==> config.mk <==
export PLATFORM = sky130hd
export DESIGN_NAME = beat_sequencer_flat
export DESIGN_NICKNAME = d
export VERILOG_FILES = /design/src/rtl/beat_sequencer_if.sv /design/src/rtl/beat_sequencer.sv /design/src/flat_wrapper.sv
export SDC_FILE = /design/constraint.sdc
export NUM_CORES = 1
export LEC_CHECK = 0
export CAP_MARGIN = 20
export CORE_UTILIZATION = 50
export CTS_CLUSTER_SIZE = 20
export DETAILED_ROUTE_END_ITERATION = 16
export PLACE_DENSITY_LB_ADDON = 0.1
export REMOVE_ABC_BUFFERS = 1
export SYNTH_ARGS = -nofsm -noshare
export SYNTH_HDL_FRONTEND = slang
export SYNTH_SLANG_ARGS = --single-unit
export TNS_END_PERCENT = 100
==> constraint.sdc <==
create_clock -name clk -period 2.32 [get_ports clk]
set_clock_uncertainty 0.15 [all_clocks]
set_input_delay 0.348 -clock clk [delete_from_list [all_inputs] [get_ports clk]]
set_output_delay 0.348 -clock clk [all_outputs]
set_load 0.1 [all_outputs]
==> src/rtl/beat_sequencer_if.sv <==
// Control and beat-output bundle between a transport controller and beat_sequencer.
// Define BEAT_SEQ_LOOP_EN to add the level-sensitive loop input.
interface beat_sequencer_if #(
  parameter int unsigned BEAT_W = 12
);
  logic              start;
  logic              pause;
  logic              stop;
`ifdef BEAT_SEQ_LOOP_EN
  logic              loop;
`endif
  logic [BEAT_W-1:0] ibeatNum;
  logic              beat_tick;
  logic              mute;
  logic              playing;
  logic              done;

`ifdef BEAT_SEQ_LOOP_EN
  modport master (output start, pause, stop, loop,
                  input  ibeatNum, beat_tick, mute, playing, done);
  modport slave  (input  start, pause, stop, loop,
                  output ibeatNum, beat_tick, mute, playing, done);
`else
  modport master (output start, pause, stop,
                  input  ibeatNum, beat_tick, mute, playing, done);
  modport slave  (input  start, pause, stop,
                  output ibeatNum, beat_tick, mute, playing, done);
`endif
endinterface

==> src/rtl/beat_sequencer.sv <==
// Tempo-driven beat index generator with play/pause/stop control for the tone ROMs.
// Optional BEAT_SEQ_LOOP_EN: loop=1 wraps to beat 0 at end of song instead of stopping.
module beat_sequencer #(
  parameter int unsigned CLK_HZ   = 100000000,
  parameter int unsigned BEAT_HZ  = 8,
  parameter int unsigned SONG_LEN = 112,
  parameter int unsigned BEAT_W   = 12
) (
  input  logic            clk,
  input  logic            rst_n,
  beat_sequencer_if.slave bus
);

  localparam int unsigned DIV = CLK_HZ / BEAT_HZ;
  localparam int unsigned PW  = (DIV > 1) ? $clog2(DIV) : 1;
  localparam logic [PW-1:0]     PRESC_LAST = PW'(DIV - 1);
  localparam logic [BEAT_W-1:0] BEAT_LAST  = BEAT_W'(SONG_LEN - 1);

  generate
    if (DIV < 2) begin : g_bad_div
      $error("beat_sequencer: CLK_HZ/BEAT_HZ must be at least 2");
    end
  endgenerate

  typedef enum logic [1:0] {S_IDLE, S_PLAY, S_PAUSE, S_DONE} state_t;

  state_t            r_state;
  logic [PW-1:0]     r_presc;
  logic [BEAT_W-1:0] r_beat;
  logic              r_tick;
  logic              r_done;
  logic              r_mute;
  logic              r_playing;

  state_t            w_state_nxt;
  logic [PW-1:0]     w_presc_nxt;
  logic [BEAT_W-1:0] w_beat_nxt;
  logic              w_tick_nxt;
  logic              w_done_nxt;
  logic              w_tick_cond;
  logic              w_loop;

`ifdef BEAT_SEQ_LOOP_EN
  assign w_loop = bus.loop;
`else
  assign w_loop = 1'b0;
`endif

  assign w_tick_cond = (r_state == S_PLAY) && (r_presc == PRESC_LAST);

  always_comb begin
    w_state_nxt = r_state;
    w_presc_nxt = r_presc;
    w_beat_nxt  = r_beat;
    w_tick_nxt  = 1'b0;
    w_done_nxt  = 1'b0;
    if (bus.stop) begin
      w_state_nxt = S_IDLE;
      w_presc_nxt = '0;
      w_beat_nxt  = '0;
    end else begin
      unique case (r_state)
        S_IDLE, S_DONE: begin
          if (bus.start) begin
            w_state_nxt = S_PLAY;
            w_presc_nxt = '0;
            w_beat_nxt  = '0;
          end
        end
        S_PLAY: begin
          if (w_tick_cond) begin
            w_presc_nxt = '0;
            if (r_beat != BEAT_LAST) begin
              w_beat_nxt = r_beat + BEAT_W'(1);
              w_tick_nxt = 1'b1;
            end else if (w_loop) begin
              w_beat_nxt = '0;
              w_tick_nxt = 1'b1;
            end else begin
              w_state_nxt = S_DONE;
              w_done_nxt  = 1'b1;
            end
          end else begin
            w_presc_nxt = r_presc + PW'(1);
          end
          // A tick in the pause cycle is still taken; song end outranks pause.
          if (bus.pause && (w_state_nxt == S_PLAY)) begin
            w_state_nxt = S_PAUSE;
          end
        end
        S_PAUSE: begin
          if (bus.start || bus.pause) begin
            w_state_nxt = S_PLAY;
          end
        end
        default: w_state_nxt = S_IDLE;
      endcase
    end
  end

  always_ff @(posedge clk or negedge rst_n) begin
    if (!rst_n) begin
      r_state   <= S_IDLE;
      r_presc   <= '0;
      r_beat    <= '0;
      r_tick    <= 1'b0;
      r_done    <= 1'b0;
      r_mute    <= 1'b1;
      r_playing <= 1'b0;
    end else begin
      r_state   <= w_state_nxt;
      r_presc   <= w_presc_nxt;
      r_beat    <= w_beat_nxt;
      r_tick    <= w_tick_nxt;
      r_done    <= w_done_nxt;
      r_mute    <= (w_state_nxt != S_PLAY);
      r_playing <= (w_state_nxt == S_PLAY);
    end
  end

  assign bus.ibeatNum  = r_beat;
  assign bus.beat_tick = r_tick;
  assign bus.done      = r_done;
  assign bus.mute      = r_mute;
  assign bus.playing   = r_playing;

endmodule

==> src/flat_wrapper.sv <==
// flat-port wrapper written by rule: the top's interface ports become plain ports
module beat_sequencer_flat 
#(
  parameter int unsigned CLK_HZ   = 100000000,
  parameter int unsigned BEAT_HZ  = 8,
  parameter int unsigned SONG_LEN = 112,
  parameter int unsigned BEAT_W   = 12
)
  (clk, rst_n, bus_start, bus_pause, bus_stop, bus_ibeatNum, bus_beat_tick, bus_mute, bus_playing, bus_done);
  beat_sequencer_if #(.BEAT_W(BEAT_W)) bus_i ();
  input  logic clk;
  input  logic rst_n;
  input wire logic [$bits(bus_i.start)-1:0] bus_start;
  input wire logic [$bits(bus_i.pause)-1:0] bus_pause;
  input wire logic [$bits(bus_i.stop)-1:0] bus_stop;
  output wire logic [$bits(bus_i.ibeatNum)-1:0] bus_ibeatNum;
  output wire logic [$bits(bus_i.beat_tick)-1:0] bus_beat_tick;
  output wire logic [$bits(bus_i.mute)-1:0] bus_mute;
  output wire logic [$bits(bus_i.playing)-1:0] bus_playing;
  output wire logic [$bits(bus_i.done)-1:0] bus_done;
  assign bus_i.start = bus_start;
  assign bus_i.pause = bus_pause;
  assign bus_i.stop = bus_stop;
  assign bus_ibeatNum = bus_i.ibeatNum;
  assign bus_beat_tick = bus_i.beat_tick;
  assign bus_mute = bus_i.mute;
  assign bus_playing = bus_i.playing;
  assign bus_done = bus_i.done;
  beat_sequencer #(.CLK_HZ(CLK_HZ), .BEAT_HZ(BEAT_HZ), .SONG_LEN(SONG_LEN), .BEAT_W(BEAT_W)) u_core (.clk(clk), .rst_n(rst_n), .bus(bus_i));
endmodule
==> impl_metrics.yaml <==
outcome:
  outcome: "finished with violations"
  violations: "DRC, setup timing"
sta:
  finalMaxSlewViolations: 0
  setup_tns_ns: -3.814
  finalSetupViolCount: 32
  max_freq_mhz: 397.8
  hold_viol: 0
  fin_crit_ns: 2.514
  slew_headroom_pct: 53.41
  period_share_pct: 108.3
  worstMarginPinSlew_ns: 0.6936
  worst_slack_ns: -0.1935
  rsz0062_at_grt: "yes"
yosys:
  synth-edff-count: 0
  yosys_warnings: 0
  yosysUniqueCellTypes: 49
  synth_ff_type: "dfrtp_1"
  avgSynthCellArea_um2: 9.342
  syn-cell-area_um2: 2382
  seq_area_frac_synth_pct: 44.17
  ys_ff_latch: 42
  async_flop_share_pct: 100.0
  synth_cells: 255
worst_setup_path:
  ff2ff_path_depth: 7
  path_max_fanout: 7
  startpoint: "u_core.r_presc[12]"
  reg2reg_slack_ns: -0.19
  start_kind: "flip-flop"
  worst_setup_path_end_kind: "flip-flop"
  r2r-end: "u_core.bus.ibeatNum[10]"
  timing.rr.start: "u_core.r_presc[12]"
  path_class: "flip-flop to flip-flop"
  crit_arrival_ns: 2.57
  max_stage_delay_ns: 0.64
  cp_cell_sequence: "nand4_1, nor3_1, nand4_1, buf_4, buf_4, o21a_1, o21a_1"
  critPathSlowestCell: "nor3_1"
  crit_required_ns: 2.37
power:
  power_w: 0.001444
  pwr-share-clk_pct: 32.0
  switching_share_pct: 28.14
  p_leak_nw: 1.441
  internal-power_w: 0.001038
  pwr-share-comb_pct: 16.4
  vdd_drop_max_mv: 0.2667
  switchingPower_w: 0.0004063
  power_frac_seq_pct: 51.7
  power_density_nw_per_um2: 439.8
worst_hold_path:
  hp-class: "flip-flop to flip-flop"
  hold_path_startpoint: "u_core.r_presc[21]"
  hold-path-endpoint: "u_core.r_presc[21]"
  hold_depth: 1
place:
  pre_cts_ws_ns: -0.2403
  dp_hpwl_um: 4126
  place_area_um2: 2923
  port_buffers: 20
  gp_congestion: 0.8938
  dp.cells: 367
floorplanning:
  fp.coreArea_um2: 4474
  ioPinCount: 21
  initial_core_util_pct: 53.24
  num_rows: 24
  dieArea_um2: 5045
  fp.dieW_um: 71.03
  die_h_um: 71.03
finish:
  final_cell_area_um2: 3283
  final_cells: 387
  seq_area_um2: 1052
  layout_commonest_cell: "buf_4"
  multiInputGateArea_um2: 1414
  layout_common_cells: "buf_4 (70), dfrtp_1 (41), nor2_1 (21)"
  layout-drive-gt1-share_pct: 34.63
  nets: 344
  fillers: 314
  antennaDiodeCount: 0
  syn2layout_area_growth_pct: 37.82
global_routing:
  first_global_vias: 2142
  grt_max_degree: 43
  grtUsageMet1_pct: 33.58
  met3_usage_pct: 3.846
  grt-ovfl-total: 0
  grt_pass1_wl_um: 9970
  use_met2_pct: 42.95
  grt.busiest_layer: "met2"
  grtUsageTotal_pct: 25.63
  antenna_found_initial: 0
route:
  vias: 2288
  antenna_left: 0
  wl_per_cell_um: 15.66
  drtPass1Iterations: 13
  routed_via_density: 5.912
  drt_iter0_drc: 172
  route.detailed.drc: 3
  routed_wl_um: 6061
cts:
  ctsHtreeMaxLevel: 2
  clk_pin_slew_worst_paths_ns: 0.08
  worstSkewPairLatency_ns: 0.31
  cts_root_buf: "clkbuf_8"
  numCtsBuffers: 5
  cts_num_sinks: 42
  cts_tree: "done"
  cts_max_path_buffers: 2
job:
  maxCapViolations: 0
==> stage by stage <==
stage	util [%]	hold slack, ns
6_report	73.38	0.3762
5_1_grt	73.38	0.4104
4_1_cts	69.44	0.3789
3_5_place_dp	65.32	0.3020
3_3_place_gp	65.32	0.2985
2_1_floorplan	-	-0.09759
==> metal layers <==
| metal | up-vias | wire (um) |
|---|---|---|
| li1 | 1103 | - |
| met2 | 48 | 3004 |
| met1 | 1122 | 2719 |
| met5 | - | 0 |
| met3 | 15 | 221 |
| met4 | 0 | 114 |
==> logic make-up after synthesis <==
kind of cell | after synthesis | synth area share, %
buffers and inverters | 17 | 3.099
multiplexers | 3 | 1.365
XOR/XNOR | 17 | 6.250
AO/OA/AOI/OAI | 55 | 16.86
AND/OR/NAND/NOR | 117 | 26.16
adder cells (fa/ha/maj) | 4 | 2.101
flip-flops | 42 | 44.17
==> area by class of cell <==
type                    instances  area share, %
clock buffers                   7          2.325
well taps                      52          1.982
multi-input cells             196          43.06
repair buffers                 81          19.55
inverters                       9          1.029
flip-flops and latches         42          32.05
==> power by group through the flow <==
stage	clock network (W)	registers, W	logic [W]
after floorplan	0	0.000795	0.0000790
after global placement	0	0.000760	0.000210
after detailed placement	0	0.000760	0.000212
after CTS	0.000465	0.000746	0.000224
after global routing	0.000496	0.000746	0.000256
final	0.000461	0.000746	0.000237
==> worst max-delay path, delay by kind of cell (launching register included) <==
family / cells / cell delay (ns)
DFF: 1 / 0.41
AOI/OAI and AO/OA: 2 / 0.36
and+or+nand+nor: 3 / 1.12
buffers and inverters: 2 / 0.35
==> cell usage after synthesis, types with 2 or more instances <==
master | n | area [um2]
dfrtp_1 | 41 | 1026
nor2_1 | 27 | 101.4
nand2_1 | 21 | 78.83
nand3_1 | 12 | 60.06
a21oi_1 | 11 | 55.05
nor3_1 | 11 | 55.05
xnor2_1 | 11 | 96.34
o21ai_0 | 10 | 50.05
inv_1 | 9 | 33.78
nand4_1 | 9 | 56.30
or3_1 | 8 | 50.05
nor4_1 | 6 | 37.54
xor2_1 | 6 | 52.55
a31oi_1 | 5 | 31.28
and3_1 | 5 | 31.28
clkbuf_1 | 5 | 18.77
a22o_1 | 4 | 35.03
and4_1 | 4 | 35.03
ha_1 | 4 | 50.05
o21a_1 | 4 | 30.03
or4_1 | 4 | 30.03
nand2b_1 | 3 | 18.77
o211ai_1 | 3 | 22.52
o22ai_1 | 3 | 18.77
a32o_1 | 2 | 20.02
buf_2 | 2 | 10.01
mux2_2 | 2 | 22.52
o31ai_4 | 2 | 42.54
==> state kept, by name, summed over array words and instances (netlist names) <==
register	flops
u_core.r_state	2
u_core.bus.beat_tick	1
u_core.r_presc	24
u_core.bus.ibeatNum	12
u_core.bus.mute	1
u_core.bus.playing	1
u_core.bus.done	1
==> worst max-delay path by stage <==
stage	depth (start not counted)	to
after global placement	6	u_core.r_presc[12]
after detailed placement	6	u_core.r_presc[12]
final	7	u_core.bus.ibeatNum[10]
after CTS	6	u_core.r_presc[7]
after global routing	7	u_core.bus.ibeatNum[10]
after floorplan	5	u_core.r_presc[12]
==> repair_timing <==
action                     4_1_cts  5_1_grt
hold endpoints to repair        41        0
cloned                           1        0
setup buffers                    4        9
hold buffers                     1        0
pin swaps                       21       20
gates resized for setup         15       33
setup endpoints to repair       34       41
Note: power is estimated with default switching activity, not from simulation.
